## config.mk

```make
export PLATFORM = sky130hd
export DESIGN_NAME = lsu_seq
export DESIGN_NICKNAME = d
export VERILOG_FILES = /design/src/rtl/lsu_seq.sv
export SDC_FILE = /design/constraint.sdc
export NUM_CORES = 1
export LEC_CHECK = 0
export ABC_CLOCK_PERIOD_IN_PS = 2900
export BUFFER_PORTS_ARGS = -buffer_cell sky130_fd_sc_hd__buf_2
export CAP_MARGIN = 5
export CORE_ASPECT_RATIO = 1.2
export CORE_UTILIZATION = 52
export CTS_CLUSTER_DIAMETER = 80
export DETAILED_ROUTE_END_ITERATION = 7
export GPL_TIMING_DRIVEN = 0
export PLACE_DENSITY = 0.83
export SLEW_MARGIN = 20
export SYNTH_ARGS = -nofsm -noshare
export SYNTH_HDL_FRONTEND = slang
export SYNTH_SLANG_ARGS = --single-unit
```

## constraint.sdc

```tcl
create_clock -name clk -period 2.9 [get_ports clk]
set_input_delay 0.145 -clock clk [delete_from_list [all_inputs] [get_ports clk]]
set_output_delay 0.145 -clock clk [all_outputs]
set_load 0.03 [all_outputs]
```

## src/rtl/lsu_seq.sv

```systemverilog
// lsu_seq: sequential load/store unit running a vrb command/response handshake.
// Ports: execute request (i_req_*, o_req_ready), retire (o_done_*), vrb cmd/rsp.
module lsu_seq #(
    parameter int AW      = 32,
    parameter int DW      = 32,
    parameter int TIMEOUT = 255
) (
    input  logic          clk,
    input  logic          rst_n,
    input  logic          i_req_valid,
    output logic          o_req_ready,
    input  logic          i_req_load,
    input  logic [1:0]    i_req_size,
    input  logic          i_req_unsigned,
    input  logic [AW-1:0] i_req_base,
    input  logic [AW-1:0] i_req_offset,
    input  logic [DW-1:0] i_req_wdata,
    output logic          o_done_valid,
    output logic [DW-1:0] o_done_rdata,
    output logic          o_done_err,
    output logic          o_done_misalign,
    output logic [AW-1:0] o_done_addr,
    output logic          o_vrb_cmd_valid,
    input  logic          i_vrb_cmd_ready,
    output logic [AW-1:0] o_vrb_cmd_addr,
    output logic          o_vrb_cmd_read,
    output logic [DW-1:0] o_vrb_cmd_wdata,
    output logic [DW/8-1:0] o_vrb_cmd_wmask,
    input  logic          i_vrb_rsp_valid,
    output logic          o_vrb_rsp_ready,
    input  logic          i_vrb_rsp_err,
    input  logic [DW-1:0] i_vrb_rsp_rdata
);

    localparam int NB = DW / 8;
    localparam int OB = $clog2(NB);

    typedef enum logic [1:0] {IDLE, CMD, RSP, DONE} state_t;

    state_t        state_q, state_d;
    logic [AW-1:0] addr_q;
    logic [1:0]    size_q;
    logic          load_q, uns_q;
    logic [OB-1:0] lane_q;
    logic [DW-1:0] wdata_q;
    logic [NB-1:0] wmask_q;
    logic [15:0]   cnt_q;

    logic [AW-1:0] ea;
    logic [OB-1:0] lane_n;
    logic [2:0]    am;
    logic          misal, accept, tmo_hit;
    logic [DW-1:0] st_wdata, shifted, keep, ext;
    logic [NB-1:0] st_wmask;
    logic          sgn;

    function automatic logic [DW-1:0] keep_of(input logic [1:0] s);
        logic [DW-1:0] k;
        case (s)
            2'd0:    k = DW'(8'hFF);
            2'd1:    k = DW'(16'hFFFF);
            2'd2:    k = DW'(32'hFFFF_FFFF);
            default: k = '1;
        endcase
        return k;
    endfunction

    function automatic logic [NB-1:0] mask_of(input logic [1:0] s);
        logic [7:0] m;
        case (s)
            2'd0:    m = 8'h01;
            2'd1:    m = 8'h03;
            2'd2:    m = 8'h0F;
            default: m = 8'hFF;
        endcase
        return m[NB-1:0];
    endfunction

    // Request-side datapath: effective address, alignment, store lane placement.
    always_comb begin
        ea     = i_req_base + i_req_offset;
        lane_n = ea[OB-1:0];
        case (i_req_size)
            2'd0:    am = 3'd0;
            2'd1:    am = 3'd1;
            2'd2:    am = 3'd3;
            default: am = 3'd7;
        endcase
        misal    = (32'(i_req_size) > OB) || ((ea[OB-1:0] & am[OB-1:0]) != '0);
        st_wdata = (i_req_wdata & keep_of(i_req_size)) << {lane_n, 3'b000};
        st_wmask = mask_of(i_req_size) << lane_n;
    end

    // Response-side datapath: align to lane 0, truncate, then extend.
    always_comb begin
        shifted = i_vrb_rsp_rdata >> {lane_q, 3'b000};
        keep    = keep_of(size_q);
        case (size_q)
            2'd0:    sgn = shifted[7];
            2'd1:    sgn = shifted[15];
            2'd2:    sgn = shifted[31];
            default: sgn = shifted[DW-1];
        endcase
        ext = (shifted & keep) | ((sgn && !uns_q) ? ~keep : '0);
    end

    // Count reaching TIMEOUT on this cycle's increment ends the wait.
    assign tmo_hit = (TIMEOUT != 0) && ((cnt_q + 16'd1) == 16'(TIMEOUT));

    always_ff @(posedge clk) begin
        if (!rst_n) state_q <= IDLE;
        else        state_q <= state_d;
    end

    always_comb begin
        state_d         = state_q;
        o_req_ready     = 1'b0;
        o_vrb_rsp_ready = 1'b0;
        accept          = 1'b0;
        case (state_q)
            IDLE: begin
                o_req_ready     = 1'b1;
                o_vrb_rsp_ready = 1'b1;
                accept          = i_req_valid;
                if (i_req_valid) state_d = misal ? DONE : CMD;
            end
            CMD: if (i_vrb_cmd_ready) state_d = RSP;
            RSP: begin
                o_vrb_rsp_ready = 1'b1;
                if (i_vrb_rsp_valid || tmo_hit) state_d = DONE;
            end
            default: state_d = IDLE;
        endcase
    end

    always_ff @(posedge clk) begin
        if (!rst_n) begin
            addr_q          <= '0;
            size_q          <= '0;
            load_q          <= 1'b0;
            uns_q           <= 1'b0;
            lane_q          <= '0;
            wdata_q         <= '0;
            wmask_q         <= '0;
            cnt_q           <= '0;
            o_vrb_cmd_valid <= 1'b0;
            o_done_valid    <= 1'b0;
            o_done_err      <= 1'b0;
            o_done_misalign <= 1'b0;
            o_done_rdata    <= '0;
            o_done_addr     <= '0;
        end else begin
            o_vrb_cmd_valid <= (state_d == CMD);
            o_done_valid    <= (state_d == DONE);
            if (accept) begin
                addr_q  <= ea;
                size_q  <= i_req_size;
                load_q  <= i_req_load;
                uns_q   <= i_req_unsigned;
                lane_q  <= lane_n;
                wdata_q <= i_req_load ? '0 : st_wdata;
                wmask_q <= i_req_load ? '0 : st_wmask;
                if (misal) begin
                    o_done_err      <= 1'b0;
                    o_done_misalign <= 1'b1;
                    o_done_rdata    <= '0;
                    o_done_addr     <= ea;
                end
            end
            if (state_q == CMD && i_vrb_cmd_ready) cnt_q <= '0;
            if (state_q == RSP) begin
                if (i_vrb_rsp_valid) begin
                    o_done_err      <= i_vrb_rsp_err;
                    o_done_misalign <= 1'b0;
                    o_done_rdata    <= load_q ? ext : '0;
                    o_done_addr     <= addr_q;
                end else begin
                    cnt_q <= cnt_q + 16'd1;
                    if (tmo_hit) begin
                        o_done_err      <= 1'b1;
                        o_done_misalign <= 1'b0;
                        o_done_rdata    <= '0;
                        o_done_addr     <= addr_q;
                    end
                end
            end
        end
    end

    assign o_vrb_cmd_addr  = addr_q;
    assign o_vrb_cmd_read  = load_q;
    assign o_vrb_cmd_wdata = wdata_q;
    assign o_vrb_cmd_wmask = wmask_q;

endmodule

```

==> run metrics <==
achievable frequency 0.359 GHz; Initial Utilization 53.2%; ys async rst share 0%; total gr overflow 0; Clock transition at path regs 0.06 ns; Total GRT Usage 34.9%; Post-Syn Instances 1,159; hold path startpoint i_vrb_rsp_err; die width 122 um; nets@finish 1,629; GPL Wtd Cong 0.979; synthesized flop and latch total 158; Pleak 5.00 nW; wire per inst 18.6 um; io pins 277; die height 146 um; core area 16,900 um^2; outcome finished, final reports clean; crit-path cells clkbuf_1 -> nand4_1 -> buf_4 -> nor4_4 -> mux2i_1 -> o2111ai_1 -> o31a_1 -> buf_2 -> buf_2 -> nand4_1 -> o221ai_1; fin crit share 96.0%; Worst Path Max Fanout 10; final worst setup slack 0.115 ns; CP required 3.19 ns; Final Non-Filler Cells 1,686; CP Class reg2reg; vias in the first global route 9,671; syn nets 1,331; Reg-to-Reg End o_done_addr[31]; Post-synth EDFFs 0; via count 10.3k; Post-Route WL 31.3 mm; Hold Crit Class in2reg; design area 11,300 um^2; reg2reg setup slack 0.11 ns; synth unique cells 68; Met1 Routed Length 11.9 mm; final setup fails 0; CTS root buffer clkbuf_16; register area share after synthesis 35.2%; Hold Fails Final Rpt 0; Max-Cap Viols 0; Pwr per Cell Area 591 nW/um^2; Layout Utilization 66.7%; Critical Path Max Stage Delay 0.32 ns; synth warn 0; Final min period 2.79 ns; Syn Std Cell Area 8990 um^2; area of the die 17,800 um^2; Post-DP Area 10,600 um^2; DRT iter0 DRCs 753; ys flop type dfxtp_1; Startpoint Class register; global-route wire length before repair 48.7 mm; worst slew pin tran 0.946 ns; IO Port Bufs 276; CP max stage cell o31a_1; Clock Sink Count 158; antenna violations before repair 1; Row Count 52; hold path depth 3; Layout area overhead 25.4%; Via density 6.09; H-tree Lvls 4; Slew Viols, Final 0; drt drc 0; reg2reg path depth 11; VDD IR max 0.480 mV; Place WS -0.206 ns; Hold Path End o_done_err; worst skew pair latency 0.43 ns; Max transition margin 36.5%; share of cells above drive strength 1 23.8%; Critical Path AT 3.07 ns; Crit. End Element register; met3 routed WL 2.95 mm; Reg2Reg Launch Point cnt_q[8]; Layout Skew 0.00974 ns; TritonCTS Buffers 17; TritonCTS clock tree built; HPWL Detailed 24.0 mm; pin count of the biggest net entering global routing 17; first drt pass iteration count 5; Placed Cells incl. Taps 1,651; Detail Route Antenna Nets 0; Avg Cell Area, Syn 7.76 um^2; Top Metal Used met4; met2 WL 14.8 mm; Max clock buf depth 2; power consumption 6.67 mW
state kept, by name (all words and copies together), names as in the netlist, 2 cells and up:
| signal | count |
|---|---|
| o_vrb_cmd_wmask | 4 |
| o_vrb_cmd_wdata | 32 |
| o_done_rdata | 32 |
| size_q | 2 |
| o_done_addr | 32 |
| cnt_q | 16 |
| o_vrb_cmd_addr | 32 |
| state_q | 2 |
repair_timing:
item | 4_1_cts | 5_1_grt
hold buffers | 2 | 0
buffers inserted | 0 | 2
setup endpoints to repair | 2 | 62
hold endpoints to repair | 2 | 0
pin swaps | 0 | 2
gates resized for setup | 1 | 10
cell usage after synthesis, types with 3 or more instances:
cell type / n / area share [%]
a211o_1: 7 / 0.68
a211oi_1: 16 / 1.3
a21o_1: 13 / 1.1
a21oi_1: 102 / 5.7
a22o_1: 24 / 2.3
a22oi_1: 28 / 2.3
a311oi_1: 13 / 1.3
a31oi_1: 15 / 1.0
a32o_1: 7 / 0.78
a41oi_1: 3 / 0.29
and2_1: 8 / 0.56
and3_1: 7 / 0.49
buf_1: 11 / 0.46
buf_2: 10 / 0.56
clkbuf_1: 64 / 2.7
dfxtp_1: 158 / 35
ha_1: 33 / 4.6
inv_1: 17 / 0.71
mux2_2: 9 / 1.1
mux2i_1: 28 / 3.1
nand2_1: 184 / 7.7
nand2b_1: 8 / 0.56
nand3_1: 31 / 1.7
nand4_1: 13 / 0.90
nor2_1: 108 / 4.5
nor2b_1: 19 / 1.3
nor3_1: 19 / 1.1
nor3b_1: 3 / 0.25
nor4_1: 3 / 0.21
o211a_1: 5 / 0.56
o211ai_1: 21 / 1.8
o21ai_0: 82 / 4.6
o21bai_1: 5 / 0.42
o221ai_1: 7 / 0.68
o22ai_1: 7 / 0.49
or2_2: 4 / 0.28
or3_1: 6 / 0.42
xnor2_1: 14 / 1.4
xor2_1: 13 / 1.3
metal layers:
metal | track usage [%] | vias up
met4 | 19.6 | 0
met3 | 8.44 | 123
li1 | - | 4796
met5 | 0 | -
met2 | 57.0 | 579
met1 | 41.4 | 4777
how the worst max path moves through the flow:
stage | startpoint | endpoint | slack (ns) | cells past startpoint
floorplan | i_req_base[12] | o_vrb_cmd_addr[30] | 0.38 | 9
global placement | i_req_base[0] | o_done_addr[3] | -0.16 | 10
detailed placement | i_req_base[0] | o_done_addr[9] | -0.21 | 10
CTS | cnt_q[1] | o_done_addr[9] | 0.06 | 10
global route | cnt_q[8] | o_done_addr[31] | -0.008 | 11
finish | cnt_q[8] | o_done_addr[31] | 0.11 | 11
area by class of cell:
| type | instances | area (um^2) |
|---|---|---|
| Antenna cell | 1 | 2.50 |
| Buffer | 84 | 334 |
| Clock buffer | 21 | 460 |
| Clock inverter | 10 | 115 |
| Fill cell | 1520 | 5640 |
| Inverter | 17 | 63.8 |
| Multi-Input combinational cell | 899 | 5450 |
| Sequential cell | 158 | 3160 |
| Tap cell | 216 | 270 |
| Timing Repair Buffer | 280 | 1420 |
report_power, final:
group          internal [mW]  leakage (nW)  switching [mW]  total (mW)
clock network           1.31         0.275           0.928        2.23
registers               2.33          1.29           0.127        2.46
logic                  0.628          3.44            1.35        1.97
worst max-delay path, delay by kind of cell (launching register included):
family,cells,cell delay [ns]
AND/OR/NAND/NOR,3,0.54
flip-flops,1,0.30
multiplexers,1,0.26
AO/OA/AOI/OAI,3,0.64
buffers and inverters,4,0.90
cells by family (layout without fill, tap and decap cells):
| group | count (synthesis) | count (layout) | share of synthesized area [%] |
|---|---|---|---|
| AOI/OAI and AO/OA | 377 | 377 | 27.7 |
| xor gates and xnor gates | 27 | 27 | 2.63 |
| adders and majority gates | 34 | 34 | 4.81 |
| buffers and inverters | 102 | 412 | 4.40 |
| DFF | 158 | 158 | 35.2 |
| muxes | 37 | 37 | 4.24 |
| other | 0 | 1 | 0 |
| and+or+nand+nor | 424 | 424 | 21.1 |
through the flow:
stage          setup TNS, ns  hold slack [ns]
2_1_floorplan              0            0.281
3_3_place_gp           -2.16            0.394
3_5_place_dp           -2.72            0.410
4_1_cts                    0           0.0112
5_1_grt              -0.0198           0.0200
6_report                   0           0.0170
layout by cell type, fill, tap and decap left out, types with 14 or more instances in the layout:
cell       instances
a21oi_1          102
xnor2_1           14
a22o_1            24
mux2i_1           28
nor3_1            18
a211oi_1          16
inv_1             17
dfxtp_1          158
a22oi_1           28
nand3_1           30
ha_1              33
clkbuf_1          61
nor2_1           108
o21ai_0           82
nand2_1          184
o211ai_1          21
buf_2            286
a31oi_1           15
clkbuf_16         17
nor2b_1           19
Note: power is estimated with default switching activity, not from simulation.
